<file path="config.mk">
export PLATFORM = sky130hd
export DESIGN_NAME = fir_coef_scheduler
export DESIGN_NICKNAME = d
export VERILOG_FILES = /design/src/rtl/fir_sched_pkg.sv /design/src/rtl/tap_result_bank.sv /design/src/rtl/fir_coef_scheduler.sv
export SDC_FILE = /design/constraint.sdc
export NUM_CORES = 1
export LEC_CHECK = 0
export ABC_AREA = 1
export CORE_UTILIZATION = 50
export DETAILED_ROUTE_END_ITERATION = 16
export PLACE_DENSITY = 0.75
export SLEW_MARGIN = 10
export SYNTH_ARGS = -nofsm -noshare
export SYNTH_HDL_FRONTEND = slang
export SYNTH_SLANG_ARGS = --single-unit
</file>
<file path="constraint.sdc">
create_clock -name clk -period 3.3 [get_ports clk]
set_input_delay 0.495 -clock clk [delete_from_list [all_inputs] [get_ports clk]]
set_output_delay 0.495 -clock clk [all_outputs]
set_load 0.03 [all_outputs]
</file>
<file path="src/rtl/fir_sched_pkg.sv">
// Shared types and widths for the FIR coefficient scheduler.
package fir_sched_pkg;

  localparam int unsigned COEF_W = 4;
  localparam int unsigned SEL_W  = 3;
  localparam int unsigned CNT_W  = 2;
  localparam int unsigned RES_W  = SEL_W + CNT_W + 1;

  typedef enum logic [1:0] {
    ST_IDLE  = 2'd0,
    ST_ISSUE = 2'd1,
    ST_WAIT  = 2'd2,
    ST_DONE  = 2'd3
  } state_e;

  // One tap's shifter result as stored in the result bank.
  typedef struct packed {
    logic [SEL_W-1:0] sel;
    logic [CNT_W-1:0] cnt;
    logic             zero;
  } tap_result_t;

endpackage

</file>
<file path="src/rtl/tap_result_bank.sv">
// Per-tap shifter result storage with valid bits and a registered read port.
module tap_result_bank
  import fir_sched_pkg::*;
#(
  parameter int unsigned NUM_TAPS = 8,
  parameter int unsigned TAP_W    = $clog2(NUM_TAPS)
) (
  input  logic              clk,
  input  logic              reset,
  input  logic              clr_i,
  input  logic              wr_en_i,
  input  logic [TAP_W-1:0]  wr_addr_i,
  input  tap_result_t       wr_data_i,
  input  logic [TAP_W-1:0]  rd_addr_i,
  output tap_result_t       rd_data_o,
  output logic              rd_valid_o
);

  tap_result_t         mem_q [NUM_TAPS];
  logic [NUM_TAPS-1:0] valid_q;

  // Storage: a clear drops only valid bits; a same-cycle write still lands.
  always_ff @(posedge clk or posedge reset) begin
    if (reset) begin
      for (int i = 0; i < int'(NUM_TAPS); i++) begin
        mem_q[i] <= '0;
      end
      valid_q <= '0;
    end else begin
      if (clr_i) begin
        valid_q <= '0;
      end
      if (wr_en_i) begin
        mem_q[wr_addr_i]   <= wr_data_i;
        valid_q[wr_addr_i] <= 1'b1;
      end
    end
  end

  // Registered read port, one cycle of latency.
  always_ff @(posedge clk or posedge reset) begin
    if (reset) begin
      rd_data_o  <= '0;
      rd_valid_o <= 1'b0;
    end else begin
      rd_data_o  <= mem_q[rd_addr_i];
      rd_valid_o <= valid_q[rd_addr_i];
    end
  end

endmodule

</file>
<file path="src/rtl/fir_coef_scheduler.sv">
// Walks the coefficient bank through the shifter one tap at a time and
// records each tap's normalised result.
module fir_coef_scheduler
  import fir_sched_pkg::*;
#(
  parameter int unsigned NUM_TAPS = 8,
  parameter int unsigned TAP_W    = $clog2(NUM_TAPS),
  parameter int unsigned TIMEOUT  = 15
) (
  input  logic              clk,
  input  logic              reset,
  input  logic              cfg_wr_en,
  input  logic [TAP_W-1:0]  cfg_wr_addr,
  input  logic [COEF_W-1:0] cfg_wr_data,
  input  logic              start,
  output logic              busy,
  output logic              done,
  output logic              error,
  output logic [COEF_W-1:0] sh_polynomial,
  output logic              sh_in_data_vld,
  input  logic [SEL_W-1:0]  sh_select_line,
  input  logic              sh_select_line_vld,
  input  logic [CNT_W-1:0]  sh_shift_count,
  input  logic              sh_polynomial_zero,
  input  logic [TAP_W-1:0]  rd_addr,
  output logic [SEL_W-1:0]  rd_select_line,
  output logic [CNT_W-1:0]  rd_shift_count,
  output logic              rd_zero,
  output logic              rd_valid
);

  localparam int unsigned      WCNT_W   = $clog2(TIMEOUT + 1);
  localparam logic [TAP_W-1:0]  LAST_TAP = TAP_W'(NUM_TAPS - 1);
  localparam logic [WCNT_W-1:0] WAIT_MAX = WCNT_W'(TIMEOUT);

  state_e             state_q, state_d;
  logic [TAP_W-1:0]   tap_idx_q, tap_idx_d;
  logic [WCNT_W-1:0]  wait_cnt_q, wait_cnt_d;
  logic [COEF_W-1:0]  coef_q [NUM_TAPS];
  logic [COEF_W-1:0]  coef_d [NUM_TAPS];
  logic               busy_q, busy_d;
  logic               done_q, done_d;
  logic               error_q, error_d;
  logic [COEF_W-1:0]  poly_q, poly_d;
  logic               req_q, req_d;
  logic               res_wr_c;
  logic               res_clr_c;
  tap_result_t        res_wdata_c;
  tap_result_t        rd_data_c;

  // Next-state, bank updates and registered-output next values.
  always_comb begin
    state_d    = state_q;
    tap_idx_d  = tap_idx_q;
    wait_cnt_d = wait_cnt_q;
    error_d    = error_q;
    coef_d     = coef_q;
    res_wr_c   = 1'b0;
    res_clr_c  = 1'b0;

    // Config writes only land while idle; a write alongside start is
    // visible to the pass it starts because ISSUE reads coef_d.
    if (cfg_wr_en && (state_q == ST_IDLE)) begin
      coef_d[cfg_wr_addr] = cfg_wr_data;
    end

    case (state_q)
      ST_IDLE: begin
        if (start) begin
          tap_idx_d = '0;
          res_clr_c = 1'b1;
          error_d   = 1'b0;
          state_d   = ST_ISSUE;
        end
      end
      ST_ISSUE: begin
        wait_cnt_d = '0;
        state_d    = ST_WAIT;
      end
      ST_WAIT: begin
        if (sh_select_line_vld) begin
          res_wr_c = 1'b1;
          if (tap_idx_q == LAST_TAP) begin
            state_d = ST_DONE;
          end else begin
            tap_idx_d = tap_idx_q + TAP_W'(1);
            state_d   = ST_ISSUE;
          end
        end else begin
          wait_cnt_d = wait_cnt_q + WCNT_W'(1);
          if (wait_cnt_d == WAIT_MAX) begin
            error_d = 1'b1;
            state_d = ST_DONE;
          end
        end
      end
      ST_DONE: begin
        state_d = ST_IDLE;
      end
      default: begin
        state_d = ST_IDLE;
      end
    endcase

    busy_d = (state_d != ST_IDLE);
    done_d = (state_d == ST_DONE);
    req_d  = (state_d == ST_ISSUE);
    poly_d = poly_q;
    if (state_d == ST_ISSUE) begin
      poly_d = coef_d[tap_idx_d];
    end
  end

  // State, counters, coefficient bank and registered outputs.
  always_ff @(posedge clk or posedge reset) begin
    if (reset) begin
      state_q    <= ST_IDLE;
      tap_idx_q  <= '0;
      wait_cnt_q <= '0;
      for (int i = 0; i < int'(NUM_TAPS); i++) begin
        coef_q[i] <= '0;
      end
      busy_q     <= 1'b0;
      done_q     <= 1'b0;
      error_q    <= 1'b0;
      poly_q     <= '0;
      req_q      <= 1'b0;
    end else begin
      state_q    <= state_d;
      tap_idx_q  <= tap_idx_d;
      wait_cnt_q <= wait_cnt_d;
      coef_q     <= coef_d;
      busy_q     <= busy_d;
      done_q     <= done_d;
      error_q    <= error_d;
      poly_q     <= poly_d;
      req_q      <= req_d;
    end
  end

  assign res_wdata_c = '{sel: sh_select_line, cnt: sh_shift_count, zero: sh_polynomial_zero};

  tap_result_bank #(
    .NUM_TAPS (NUM_TAPS),
    .TAP_W    (TAP_W)
  ) u_bank (
    .clk        (clk),
    .reset      (reset),
    .clr_i      (res_clr_c),
    .wr_en_i    (res_wr_c),
    .wr_addr_i  (tap_idx_q),
    .wr_data_i  (res_wdata_c),
    .rd_addr_i  (rd_addr),
    .rd_data_o  (rd_data_c),
    .rd_valid_o (rd_valid)
  );

  assign busy           = busy_q;
  assign done           = done_q;
  assign error          = error_q;
  assign sh_polynomial  = poly_q;
  assign sh_in_data_vld = req_q;
  assign rd_select_line = rd_data_c.sel;
  assign rd_shift_count = rd_data_c.cnt;
  assign rd_zero        = rd_data_c.zero;

endmodule

</file>
==> run_results.csv, run 1 <==
group,metric,value,unit
status,status,"finished, final reports clean",
critical_path,worstPathRequired,3.58,ns
sta,fin_ws,1.318,ns
route,drcViolationCount,0,
global_routing,grt_pass1_wl,19.89,mm
die,die_h,104.3,um
die,die_w,104.3,um
synth,syn_inst,647,
synth,synthFlopType,"dfrtp_1",
synth,yosysTopAreaCellShare,53.54,%
place,gp_congestion,0.8802,
route,dr.pass1.iters,5,
synth,synth_cell_types,28,
sta,period_minus_slack,1.982,ns
critical_path,crit_path_cell_trace,"ha_1 -> nand2_1 -> nand2_1 -> nand2_2 -> nand2_4 -> a21oi_4 -> inv_2 -> nand3_1 -> nand3_1 -> nand3_1 -> nand2_1",
cells_and_area,layout.cells.non_filler,818,
route,drt_iter0_markers,285,
cells_and_area,ff_latch_area,2803,um2
clock_network,clock_latency,0.38,ns
critical_path,startpoint_type,"flop",
sta,tightest_slew,0.7791,ns
critical_path,slowest_delay,0.48,ns
cells_and_area,syn_to_final_growth,13.41,%
cells_and_area,finalInstanceArea,5937,um2
cells_and_area,fillCellCount,874,
global_routing,grt-ovfl-total,0,
sta,finalCritPeriodShare,60.06,%
route,finalWirelength,11.47,mm
die,dieArea,10880,um2
synth,synth_common_cells,"nand2_1, dfrtp_1, inv_1",
route,num_vias,4270,
critical_path,path_class,"reg2reg",
synth,synth.most_common_cell,"nand2_1",
place,post-place-ws,0.9959,ns
sta,slew_headroom,48.00,%
power,leakage,2.903,nW
clock_network,path_clk_slew,0.10,ns
cells_and_area,nNetsFinal,704,
route,vias_per_cell,5.220,
synth,synth_edf_count,0,
sta,tns,0,ns
sta,final-hold-violation-count,0,
place,place_inst,802,
clock_network,root_buffer,"clkbuf_8",
sta,drv_slew,0,
global_routing,grt_max_degree,51,
synth,yosysSeqAreaShare,53.54,%
clock_network,cts_buffers,9,
synth,yosysWarnings,0,
power,powerDensity,749.9,nW/um2
clock_network,hold_buffers,0,
global_routing,first_global_vias,4210,
sta,setup_viol,0,
clock_network,tritoncts,"built",
sta,rsz0062_at_grt,"no",
synth,syn_area,5235,um2
place,port_buffers,35,
synth,syn_nets,671,
critical_path,cp_max_fo,9,
die,coreArea,9955,um2
critical_path,end_kind,"flop",
die,num_io_pins,36,
synth,syn_area_per_cell,8.091,um2
cells_and_area,diodes,0,
route,avgRoutedWirePerCell,14.02,um
power,peakVddDrop,0.0004221,V
synth,synth_area_leaders,"dfrtp_1, nand2_1, inv_1",
critical_path,crit_slowest_cell,"dfrtp_1",
place,place_hpwl,7.793,mm
global_routing,antenna_found_initial,0,
cells_and_area,drive_gt1_share,6.861,%
synth,synth-async-reset-ratio,100.0,%
clock_network,cts.sinks,112,
clock_network,h-tree-depth,3,
critical_path,cp_top_family,"simple AND/OR/NAND/NOR gates",
cells_and_area,multi_input_area,1981,um2
route,ant_nets,0,
die,initial_core_util,52.59,%
die,row_count,36,
critical_path,crit_buf_inv,1,
clock_network,cts-resized-gates,0,
clock_network,clock_path_buffers,2,
sta,skew,0.007565,ns
worst_hold_path,hp-class,"reg2reg",
synth,ys_seq_elements,112,
sta,timing.fmax,0.5046,GHz
global_routing,grt_usage,23.08,%
synth,netlist.top_cell.by_area,"dfrtp_1",
clock_network,cts_setup_buffers,0,
place,dpl_cell_area,5692,um2
run,maxCapViolations,0,
critical_path,crit_arrival,2.26,ns
==> worst paths after layout <==
kind                            slack, ns  cells after the start                         from                      endpoint
worst max-delay path                 1.32                     11       tap_idx_q[1]$_DFF_PP0_  sh_polynomial[1]$_DFFE_PP0N_
worst min-delay path                 0.49                      2  u_bank.valid_q[0]$_DFF_PP0_   u_bank.valid_q[0]$_DFF_PP0_
worst max register to register       1.32                     11       tap_idx_q[1]$_DFF_PP0_  sh_polynomial[1]$_DFFE_PP0N_
worst min register to register       0.49                      2  u_bank.valid_q[0]$_DFF_PP0_   u_bank.valid_q[0]$_DFF_PP0_
max in group asynchronous            2.03                      3                        reset  u_bank.mem_q[43]$_DFFE_PP0P_
min in group asynchronous            0.58                      2                        reset          coef_q[12]$_DFF_PP0_
==> through the flow <==
step	power, mW	utilization, %	hold WS, ns
floorplan	3.063	-	0.4445
global placement	3.445	57.18	0.4631
detailed placement	3.489	57.18	0.4629
CTS	4.469	59.64	0.4889
global route	4.770	59.64	0.5065
finish	4.452	59.64	0.4860
==> sequential cells by signal, summed over array words and instances, names as in the netlist <==
register and cells:
u_bank.mem_q 48, coef_q 32, u_bank.valid_q 8, u_bank.rd_data_o 6, sh_polynomial 4, wait_cnt_q 4, tap_idx_q 3, state_q 2
busy 1, done 1, error 1, sh_in_data_vld 1, u_bank.rd_valid_o 1
==> worst reg2reg max path, cell delays in order (launching register included) <==
cell     delay [ns]
dfrtp_1        0.48
ha_1           0.23
nand2_1        0.09
nand2_1        0.10
nand2_2        0.10
nand2_4        0.09
a21oi_4        0.30
inv_2          0.16
nand3_1        0.12
nand3_1        0.09
nand3_1        0.08
nand2_1        0.05
==> power by group <==
group	internal (mW)	total [mW]	switching [mW]	leakage, nW
registers	1.79	1.99	0.200	1.42
clock network	0.525	0.977	0.452	0.124
logic	0.527	1.48	0.955	1.36
total	2.84	4.45	1.61	2.90
==> metal layers <==
| layer | GRT usage (%) | wire [um] | up-vias |
|---|---|---|---|
| met5 | 0 | 0 | - |
| li1 | - | - | 2100 |
| met1 | 32.22 | 5415 | 2042 |
| met3 | 3.697 | 544 | 14 |
| met2 | 36.80 | 5343 | 114 |
| met4 | 7.551 | 164 | 0 |
==> area by class of cell <==
class | instances | share of cell area [%]
clock buffers | 11 | 2.381
clock inverters | 5 | 1.749
well taps | 133 | 2.803
multi-input cells | 427 | 33.36
inverters | 90 | 5.753
flip-flops and latches | 112 | 47.21
repair buffers | 40 | 6.744
==> cell families (layout without fill, tap and decap cells) <==
| kind of cell | count (synthesis) | after routing | synth area share (%) |
|---|---|---|---|
| xor gates and xnor gates | 2 | 2 | 0.3347 |
| AOI/OAI and AO/OA | 123 | 123 | 13.19 |
| DFF | 112 | 112 | 53.54 |
| adders and majority gates | 3 | 3 | 0.7171 |
| and+or+nand+nor | 299 | 299 | 23.59 |
| buffers and inverters | 108 | 146 | 8.628 |
==> placed cells by master, fill, tap and decap left out, types with 2 or more instances in the layout <==
cell type,count
nand2_1,189
dfrtp_1,112
inv_1,85
nor2_1,61
o21ai_0,50
o21ai_1,49
clkdlybuf4s50_1,35
nand3_1,30
clkbuf_8,10
a31oi_1,8
nor2_2,7
o22ai_1,6
inv_2,4
a21oi_4,4
buf_4,4
nor2_4,3
nand2_2,3
nand4_1,3
ha_1,3
bufinv_16,3
o21ai_2,2
nand3_2,2
a21oi_1,2
No activity file was read; power rests on OpenSTA's default activity.
==> run 2, diff against run 1 <==
- PLACE_DENSITY: 0.75 -> 0.72
- clock period: 3.3 -> 2 ns (I/O delays scaled with it)
==> run 2 against run 1 <==
Effect of this change: final cell count rose by 3.2%; wire length rose by 0.17%; largest power group unchanged; critical endpoint unchanged; clock power grew 37%; largest cell class unchanged; via count rose by 1.3%; sequential share of layout area is 1.6 points lower; critical path type unchanged; non-clock buffer count grew 26; worst setup slack lost 1.2 ns; utilization up 2.1 points; flip-flop and latch count stayed put; clock skew up 0.0017 ns; combinational power is 80% higher.
==> run_results.csv, run 2 (synthesized netlist as in run 1, its figures left out) <==
group,metric,value,unit
place,place_inst,827,
global_routing,grt_usage,22.56,%
clock_network,clock_path_buffers,2,
die,die_w,104.3,um
place,gp_congestion,0.8396,
sta,period_minus_slack,1.835,ns
sta,rsz0062_at_grt,"no",
sta,fin_ws,0.1654,ns
die,die_h,104.3,um
route,dr_wl_met2,5.304,mm
route,drt_iter0_markers,276,
power,leakage,3.012,nW
route,wl_met3,645,um
critical_path,startpoint_type,"flop",
sta,timing.fmax,0.5451,GHz
die,dieArea,10880,um2
cells_and_area,fin_util,61.78,%
global_routing,grt-ovfl-total,0,
critical_path,crit_top_cell,"nand2_1",
route,ant_nets,0,
critical_path,path_class,"reg2reg",
power,powerDensity,1183,nW/um2
critical_path,cp_max_fo,16,
route,avgRoutedWirePerCell,13.61,um
clock_network,root_buffer,"clkbuf_8",
place,port_buffers,35,
critical_path,worstPathRequired,2.26,ns
global_routing,grt_max_degree,113,
clock_network,cts_buffers,9,
die,initial_core_util,52.59,%
cells_and_area,largestRegisters,"u_bank.mem_q x48, coef_q x32, u_bank.valid_q x8",
die,row_count,36,
sta,hold_slack,0.4317,ns
route,finalWirelength,11.49,mm
cells_and_area,nNetsFinal,730,
clock_network,clock_latency,0.37,ns
cells_and_area,largest_reg_flops,48,
critical_path,crit_slowest_cell,"dfrtp_1",
cells_and_area,multi_input_area,2021,um2
cells_and_area,layout.cells.non_filler,844,
critical_path,slowest_delay,0.45,ns
cells_and_area,syn_to_final_growth,17.47,%
cells_and_area,final_cell_mix,"nand2_1, dfrtp_1, inv_1, nor2_1, o21ai_0",
worst_hold_path,hp-class,"in2async",
status,status,"finished, final reports clean",
sta,drv_slew,0,
place,post-place-ws,-0.07358,ns
cells_and_area,drive_gt1_share,10.69,%
place,place_hpwl,7.918,mm
cells_and_area,finalInstanceArea,6150,um2
die,num_io_pins,36,
global_routing,antenna_found_initial,0,
route,dr.pass1.iters,5,
clock_network,path_clk_slew,0.10,ns
sta,tightest_slew,0.5957,ns
cells_and_area,ff_latch_area,2804,um2
clock_network,cts.sinks,112,
cells_and_area,regMostFlops,"u_bank.mem_q",
sta,finalCritPeriodShare,91.73,%
sta,final-hold-violation-count,0,
critical_path,crit_arrival,2.10,ns
cells_and_area,diodes,0,
power,peakVddDrop,0.0007899,V
route,highest_layer,"met4",
route,drcViolationCount,0,
route,num_vias,4326,
sta,skew,0.009286,ns
critical_path,end_kind,"flop",
cells_and_area,mostFrequentLayoutCell,"nand2_1",
place,dpl_cell_area,5904,um2
global_routing,grt_pass1_wl,19.40,mm
global_routing,first_global_vias,4024,
die,coreArea,9955,um2
critical_path,crit_path_cell_trace,"ha_1 -> nand2_1 -> nand2_1 -> nand2_1 -> nand2_2 -> a21oi_4 -> buf_12 -> nand2_1 -> nand3_1 -> nand3_1 -> nand3_1 -> nand2_1",
cells_and_area,fillCellCount,880,
clock_network,tritoncts,"built",
sta,setup_viol,0,
route,wl_met1,5.404,mm
clock_network,h-tree-depth,3,
sta,slew_headroom,60.29,%
route,vias_per_cell,5.126,
run,maxCapViolations,0,
==> run 2: through the flow <==
step / power, mW / TNS (ns)
CTS: 7.287 / 0
finish: 7.274 / 0
global route: 7.814 / 0
global placement: 5.842 / -0.1018
detailed placement: 5.914 / -0.2004
floorplan: 5.055 / 0
==> run 2: cell type report <==
type,instances,area share (%)
flip-flops and latches,112,45.60
clock inverters,4,0.8342
inverters,90,5.554
multi-input cells,427,32.86
clock buffers,12,2.360
repair buffers,66,10.09
well taps,133,2.706
==> run 2: final timing paths <==
kind | cells past startpoint | to | slack, ns | start
min in group clk | 2 | u_bank.mem_q[13]$_DFFE_PP0P_ | 0.50 | u_bank.mem_q[13]$_DFFE_PP0P_
hold / removal | 3 | state_q[1]$_DFF_PP0_ | 0.43 | reset
setup / recovery | 12 | sh_polynomial[1]$_DFFE_PP0N_ | 0.17 | tap_idx_q[0]$_DFF_PP0_
max in group asynchronous | 3 | coef_q[19]$_DFF_PP0_ | 1.10 | reset
hold reg to reg | 2 | u_bank.mem_q[13]$_DFFE_PP0P_ | 0.50 | u_bank.mem_q[13]$_DFFE_PP0P_
setup reg to reg | 12 | sh_polynomial[1]$_DFFE_PP0N_ | 0.17 | tap_idx_q[0]$_DFF_PP0_
==> run 2: timing repair <==
action                     4_1_cts  5_1_grt
hold buffers                     0        0
buffers inserted                 0        1
gates resized for setup          0       10
setup endpoints to repair        0        4
==> run 2: critical path, delay by kind of cell, from the launching register on <==
family | cells | cell delay [ns]
AND/OR/NAND/NOR | 9 | 0.76
flip-flops | 1 | 0.45
buffers and inverters | 1 | 0.16
adder cells (fa/ha/maj) | 1 | 0.23
AO/OA/AOI/OAI | 1 | 0.14
==> run 2: where the power goes <==
| part | switching (mW) | internal [mW] |
|---|---|---|
| sequential | 0.311 | 2.96 |
| combinational | 1.63 | 1.03 |
| clock | 0.723 | 0.618 |
| total | 2.67 | 4.61 |
==> run 2: routing by layer <==
layer	GRT usage, %	vias to the layer above
met3	4.261	12
li1	-	2158
met1	32.13	2017
met5	0	-
met4	8.163	0
met2	34.39	139
==> run 3, diff against run 2 <==
- CORE_UTILIZATION: 50 -> 40
- PLACE_DENSITY: 0.72 -> 0.61
==> run 3 against run 2 <==
Effect of this change: wire length is 4.6% higher; fmax is 1.0% higher; power is 8.1% higher; design area is 2.9% higher; critical path type unchanged; first-iteration DRC count is 27% higher; sequential power hardly changed.
==> run_results.csv, run 3 (synthesized netlist as in run 1, its figures left out) <==
group,metric,value,unit
clock_network,h-tree-depth,3,
global_routing,grt-ovfl-total,0,
sta,tns,0,ns
route,drcViolationCount,0,
global_routing,first_global_vias,4094,
route,vias_per_cell,4.871,
critical_path,slowest_delay,0.48,ns
sta,slew_headroom,59.42,%
critical_path,r2r-end,"sh_polynomial[1]$_DFFE_PP0N_",
clock_network,root_buffer,"clkbuf_16",
route,avgRoutedWirePerCell,13.67,um
place,post-place-ws,-0.06626,ns
critical_path,cp.depth,11,
critical_path,crit_path_cell_trace,"nor2_4 -> nand3_4 -> nor2_2 -> buf_4 -> nand2_1 -> o21ai_0 -> nand2_1 -> nand3_1 -> nand3_1 -> nand3_1 -> nand2_1",
die,row_count,41,
power,powerDensity,1242,nW/um2
die,initial_core_util,41.32,%
sta,final-hold-violation-count,0,
route,dr.pass1.iters,5,
sta,period_minus_slack,1.816,ns
critical_path,startpoint_type,"flop",
sta,drv_slew,0,
die,die_w,116.4,um
critical_path,crit_path_start,"state_q[0]$_DFF_PP0_",
die,dieArea,13550,um2
clock_network,hold_buffers,0,
clock_network,clock_latency,0.36,ns
cells_and_area,largestRegisters,"u_bank.mem_q x48, coef_q x32, u_bank.valid_q x8",
global_routing,grt_max_degree,113,
global_routing,grt_usage,19.99,%
critical_path,path_class,"reg2reg",
global_routing,antenna_found_initial,0,
sta,finalCritPeriodShare,90.81,%
critical_path,worstPathRequired,2.25,ns
route,drt_iter0_markers,351,
global_routing,grt_pass1_wl,20.42,mm
cells_and_area,drive_gt1_share,10.33,%
sta,skew,0.008181,ns
critical_path,reg2reg_slack,0.18,ns
critical_path,crit_slowest_cell,"dfrtp_1",
place,gp_congestion,0.8603,
route,ant_nets,0,
status,status,"finished, final reports clean",
clock_network,cts_buffers,9,
cells_and_area,nNetsFinal,727,
die,num_io_pins,36,
sta,timing.fmax,0.5506,GHz
cells_and_area,final_cell_mix,"nand2_1, dfrtp_1, inv_1, nor2_1, o21ai_0",
place,place_hpwl,8.098,mm
place,port_buffers,35,
cells_and_area,mostFrequentLayoutCell,"nand2_1",
clock_network,clock_path_buffers,2,
critical_path,cp_max_fo,8,
worst_hold_path,hp-class,"in2async",
run,maxCapViolations,0,
critical_path,crit_arrival,2.07,ns
sta,fin_ws,0.1837,ns
critical_path,worst-r2r-cell-count,11,
sta,tightest_slew,0.6087,ns
power,leakage,3.058,nW
critical_path,cp_top_family,"simple AND/OR/NAND/NOR gates",
critical_path,end_kind,"flop",
sta,rsz0062_at_grt,"yes",
clock_network,cts_setup_buffers,0,
die,die_h,116.4,um
critical_path,endpoint,"sh_polynomial[1]$_DFFE_PP0N_",
cells_and_area,diodes,0,
sta,setup_viol,0,
critical_path,crit_buf_inv,1,
cells_and_area,regMostFlops,"u_bank.mem_q",
cells_and_area,largest_reg_flops,48,
power,peakVddDrop,0.0006394,V
clock_network,path_clk_slew,0.07,ns
cells_and_area,syn_to_final_growth,20.89,%
clock_network,cts.sinks,112,
die,coreArea,12670,um2
clock_network,tritoncts,"built",
route,finalWirelength,12.02,mm
critical_path,reg2reg_from,"state_q[0]$_DFF_PP0_",
route,num_vias,4282,
-- run 3: cell types whose count changed in the layout (fill, tap and decap cells not counted) --
| cell | before | now |
|---|---|---|
| buf_4 | 28 | 23 |
| nor2_4 | 7 | 8 |
| bufinv_16 | 1 | 2 |
| nand3_4 | 1 | 2 |
| clkbuf_1 | 2 | 1 |
| dfrtp_2 | 1 | 0 |
| buf_12 | 3 | 5 |
| clkbuf_16 | 0 | 9 |
| nor2_1 | 58 | 57 |
| clkbuf_8 | 10 | 0 |
| nand3_2 | 1 | 0 |
| dfrtp_1 | 111 | 112 |
-- run 3: area by class of cell --
cell class | instances | area (um2)
Tap cell | 172 | 215.2
Fill cell | 1223 | 6342
Multi-Input combinational cell | 427 | 2036
Inverter | 90 | 341.6
Clock inverter | 5 | 81.33
Timing Repair Buffer | 63 | 623.1
Sequential cell | 112 | 2803
Clock buffer | 10 | 229.0
-- run 3: tightest hold or removal path: stages --
cell             delay, ns
clkdlybuf4s50_1       0.44
clkinvlp_4            0.10
buf_12                0.44
-- run 3: per-layer routing --
metal  global-route usage (%)  wire length (um)  part of all wire, %  up-vias
li1                         -                 -                    -     2153
met4                    8.120               281                  2.3        0
met1                    26.19              5636                   47     2006
met5                        0                 0                    0        -
met3                    4.203               536                  4.5       28
met2                    32.31              5564                   46       95
-- run 3: metrics by stage --
step	std cells	hold slack, ns	power, mW	utilization, %	area [um2]
6_report	879	0.4553	7.861	49.95	6329
5_1_grt	879	0.5078	8.424	49.95	6329
4_1_cts	879	0.4849	7.896	49.51	6274
3_5_place_dp	864	0.4658	5.953	47.06	5963
3_3_place_gp	864	0.4603	5.898	47.06	5963
2_1_floorplan	647	0.4445	5.055	-	5239
-- run 3: how the worst min path moves through the flow --
stage | startpoint | end | slack, ns | cells after the start
6_report | reset | u_bank.valid_q[6]$_DFF_PP0_ | 0.46 | 3
5_1_grt | u_bank.valid_q[6]$_DFF_PP0_ | u_bank.valid_q[6]$_DFF_PP0_ | 0.51 | 2
4_1_cts | u_bank.valid_q[0]$_DFF_PP0_ | u_bank.valid_q[0]$_DFF_PP0_ | 0.48 | 2
3_3_place_gp | u_bank.valid_q[6]$_DFF_PP0_ | u_bank.valid_q[6]$_DFF_PP0_ | 0.46 | 2
3_5_place_dp | u_bank.valid_q[0]$_DFF_PP0_ | u_bank.valid_q[0]$_DFF_PP0_ | 0.47 | 2
2_1_floorplan | u_bank.valid_q[0]$_DFF_PP0_ | u_bank.valid_q[0]$_DFF_PP0_ | 0.44 | 2
-- run 3: what timing repair did --
action / CTS / global route
setup endpoints to repair: 0 / 4
gates resized for setup: 0 / 12
endpoints found under the hold margin: 0 / 0
-- run 3: power breakdown --
| part | internal [mW] | leakage (nW) | switching (mW) |
|---|---|---|---|
| clock network | 1.09 | 0.149 | 0.826 |
| registers | 2.96 | 1.42 | 0.322 |
| logic | 1.03 | 1.49 | 1.63 |
